`src/rtl/lfsr_multi_rng.sv`:
```
// rtl/lfsr_multi_rng.sv - multi-channel XNOR LFSR random generator with shared entropy seeding
// Each channel loads its seed from a shared free-running counter, advances STEPS shifts per fetch and repairs the all-ones lock-up state.
module lfsr_multi_rng #(
  parameter int               WIDTH    = 28,
  parameter logic [WIDTH-1:0] TAP_MASK = 28'h9000000,
  parameter int               NUM_CH   = 2,
  parameter int               STEPS    = 1
) (
  input  logic                    clk,
  input  logic                    reset,
  input  logic                    start,
  input  logic [NUM_CH-1:0]       fetch,
  output logic [NUM_CH-1:0]       ack,
  output logic [NUM_CH*WIDTH-1:0] rand_out,
  output logic [NUM_CH-1:0]       lockup
);

  logic [WIDTH-1:0] counter;

  // The counter keeps running through seeding, so a long start keeps tracking it.
  always_ff @(posedge clk) begin
    if (reset) begin
      counter <= '0;
    end else begin
      counter <= counter + WIDTH'(1);
    end
  end

  function automatic logic [WIDTH-1:0] step_n(input logic [WIDTH-1:0] s);
    logic [WIDTH-1:0] t;
    t = s;
    for (int k = 0; k < STEPS; k++) begin
      t = {t[WIDTH-2:0], ~^(t & TAP_MASK)};
    end
    return t;
  endfunction

  for (genvar i = 0; i < NUM_CH; i++) begin : g_ch
    logic [WIDTH-1:0] state;
    logic [WIDTH-1:0] seed;
    logic [WIDTH-1:0] adv;
    logic             ack_q;
    logic             lock_q;

    assign seed = counter + WIDTH'(i);
    assign adv  = step_n(state);

    // All-ones is the XNOR lock-up state; it is never stored.
    always_ff @(posedge clk) begin
      if (reset) begin
        state  <= '0;
        ack_q  <= 1'b0;
        lock_q <= 1'b0;
      end else if (start) begin
        state <= (&seed) ? '0 : seed;
        ack_q <= 1'b0;
      end else if (fetch[i]) begin
        ack_q <= 1'b1;
        if (&adv) begin
          state  <= '0;
          lock_q <= 1'b1;
        end else begin
          state <= adv;
        end
      end else begin
        ack_q <= 1'b0;
      end
    end

    assign rand_out[i*WIDTH +: WIDTH] = state;
    assign ack[i]    = ack_q;
    assign lockup[i] = lock_q;
  end

endmodule

```
`config.mk`:
```
export PLATFORM = sky130hd
export DESIGN_NAME = lfsr_multi_rng
export DESIGN_NICKNAME = d
export VERILOG_FILES = /design/src/rtl/lfsr_multi_rng.sv
export SDC_FILE = /design/constraint.sdc
export NUM_CORES = 1
export LEC_CHECK = 0
export CAP_MARGIN = 0
export CELL_PAD_IN_SITES_DETAIL_PLACEMENT = 1
export CELL_PAD_IN_SITES_GLOBAL_PLACEMENT = 1
export CORE_AREA = 2 2 68 134
export CTS_BUF_LIST = sky130_fd_sc_hd__clkbuf_4 sky130_fd_sc_hd__clkbuf_8
export CTS_CLUSTER_SIZE = 8
export DETAILED_ROUTE_END_ITERATION = 6
export DIE_AREA = 0 0 70 136
export PLACE_DENSITY_LB_ADDON = 0.25
export SETUP_SLACK_MARGIN = 0.2
export SKIP_CTS_REPAIR_TIMING = 1
export SLEW_MARGIN = 5
export SYNTH_ARGS = -nofsm -noshare
export SYNTH_HDL_FRONTEND = slang
export SYNTH_SLANG_ARGS = --single-unit
```
`constraint.sdc`:
```
create_clock -name clk -period 4.73 [get_ports clk]
set_input_delay 0.7095 -clock clk [delete_from_list [all_inputs] [get_ports clk]]
set_output_delay 0.7095 -clock clk [all_outputs]
set_load 0.05 [all_outputs]
```
==> results.cfg <==
[logic_synthesis]
yosysWarnings = 0
seq_area_frac_synth_pct = 47.6
async_flop_share_pct = 0
synth_nets = 399
postSynthAreaPerCell_um2 = 9.44
mappedNetlistArea_um2 = 3700
ys.flop_type = dfxtp_1
synth-seq-cells = 88
synth_edf_count = 0
ys_types = 39
syn_inst = 392

[final_layout]
drive_gt1_share_pct = 6.53
n_antenna_cell = 0
final_util_pct = 53.7
layout.area.seq_um2 = 1760
nets = 447
num-fill-cells = 982
final_common_cell = dfxtp_1
multi_input_area_um2 = 1780
final_cell_mix = dfxtp_1, nor2_1, clkdlybuf4s50_1
finish.instance_area_um2 = 4580
syn_to_final_growth_pct = 23.7

[clock_tree]
htreeDepth = 3
cts_buffer_depth = 2
cts_sinks = 88
numCtsBuffers = 9
path_clk_slew_ns = 0.09
clk_latency_ns = 0.35
cts_tree = built
clock_tree.root_cell = clkbuf_8

[placed_design]
hpwl_um = 8130
portBuffers = 64
gp_congestion = 0.913
dpl_cell_area_um2 = 4360

[power]
p_per_area_nw_per_um2 = 309
seq_power_share_pct = 53.5
combPwrFrac_pct = 6.1
power_mw = 1.41
ir_drop_mv = 0.281
switching_share_pct = 23.7
power.internal_mw = 1.08
power.switching_mw = 0.334
p_leak_nw = 1.46
pwr-share-clk_pct = 40.5

[worst_setup_path]
r2r_cells = 9
worstSetupEndpoint = g_ch[1].state[11]
crit_arrival_ns = 4.00
crit_fanout = 27
r2r_end = g_ch[1].state[11]
reg2reg_slack_ns = 0.93
start_kind = flip-flop
required_ns = 4.93
setup.worst_path.start = counter[0]
timing.rr.start = counter[0]
path_class = flip-flop to flip-flop
crit_path_end_kind = flip-flop

[route]
vias = 3378
routed_wl_um = 11000
dr.first_iter.drc_count = 299
ant_nets = 0
drc = 0
via_per_inst = 6.21
avgRoutedWirePerCell_um = 20.3
dr.pass1.iters = 5

[sta]
finalSetupViolations = 0
rsz0062_at_grt = false
period_share_pct = 80.3
slew_viol_final = 0
max_freq_ghz = 0.263
fin_crit_ns = 3.80
setup_tns_ns = 0
fin_hold_ws_ns = 0.480
tightest_slew_ns = 0.973
clock_skew_ns = 0.0120
hold_violations = 0
relSlewSlack_pct = 35.1

[grt]
overflow = 0
antenna_found_initial = 0
grt_pass1_vias = 3365
grt_pass1_wl_um = 17600
grt_usage_pct = 23.8
grt_max_degree = 50

[worst_hold_path]
worstHoldPathCells = 1
hp-class = flip-flop to flip-flop

[floorplan]
io-pin-count = 65
coreArea_um2 = 8530
initial_core_util_pct = 43.4
rows = 48
dieWidth_um = 70
die-height_um = 136
dieArea_um2 = 9520

[job]
max_cap_viol_count = 0

[status]
status = finished clean
## synthesized netlist by cell type (all sizes together), types with 2 or more instances
cell type  count  area, um2
nor2          63        236
xor2          14        123
nor3           4       20.0
nor4           8       56.3
ha             2       25.0
buf           12       81.3
and3           6       37.5
and2           5       31.3
nand2          8       30.0
xnor2         13        114
nand4         21        138
dfxtp         88       1760
o31ai          2       15.0
a22oi         28        210
clkbuf        21       78.8
and4           3       26.3
or4            5       37.5
inv            3       11.3
nand3         17       85.1
o22ai         28        175
a222oi        28        280
## how the worst min path moves through the flow
stage / start / slack [ns] / to
after floorplan: g_ch[1].lock_q / 0.44 / g_ch[1].lock_q
after global placement: g_ch[1].lock_q / 0.45 / g_ch[1].lock_q
after detailed placement: g_ch[1].lock_q / 0.47 / g_ch[1].lock_q
after CTS: g_ch[1].lock_q / 0.49 / g_ch[1].lock_q
after global routing: g_ch[1].lock_q / 0.49 / g_ch[1].lock_q
final: g_ch[1].lock_q / 0.48 / g_ch[1].lock_q
## flip-flops by register name (all words and copies together) (netlist names)
name         cells
g_ch.lock_q      2
g_ch.state      56
g_ch.ack_q       2
counter         28
## worst max-delay path, cell delays in order (launching register included)
cell	delay (ns)
dfxtp_1	0.51
ha_1	0.35
nand4_1	0.27
nor4_1	0.78
nand3_1	0.18
xor2_1	0.20
or4_1	0.57
o41ai_4	0.30
buf_4	0.35
o22ai_1	0.14
## power by group through the flow
stage	combinational, mW	clock, mW	sequential (mW)
2_1_floorplan	0.0490	0	0.783
3_3_place_gp	0.0841	0	0.774
3_5_place_dp	0.0856	0	0.774
4_1_cts	0.0858	0.584	0.756
5_1_grt	0.0922	0.609	0.758
6_report	0.0859	0.572	0.756
## stage by stage
| stage | worst slack, ns | cells |
|---|---|---|
| after floorplan | 1.49 | 392 |
| after global placement | 1.03 | 529 |
| after detailed placement | 0.922 | 529 |
| after CTS | 0.927 | 544 |
| after global routing | 0.735 | 544 |
| final | 0.933 | 544 |
## final cells by class
| class | instances | area share [%] |
|---|---|---|
| Timing Repair Buffer | 70 | 14.9 |
| Multi-Input combinational cell | 268 | 38.9 |
| Inverter | 3 | 0.246 |
| Clock buffer | 10 | 3.01 |
| Clock inverter | 5 | 1.78 |
| Tap cell | 100 | 2.73 |
| Sequential cell | 88 | 38.5 |
## metal layers
| metal | GRT usage (%) | wire (um) |
|---|---|---|
| met1 | 27.3 | 4400 |
| met2 | 42.1 | 5770 |
| met3 | 4.08 | 469 |
| met4 | 11.4 | 378 |
| met5 | 0 | 0 |
## cell families after synthesis
group                      Yosys count  share of synthesized area (%)
and+or+nand+nor                    145                           20.1
AOI/OAI and AO/OA                   94                           20.6
xor gates and xnor gates            27                           6.39
adders and majority gates            2                          0.676
buffers and inverters               36                           4.63
DFF                                 88                           47.6
(Power assumes the default switching activity.)
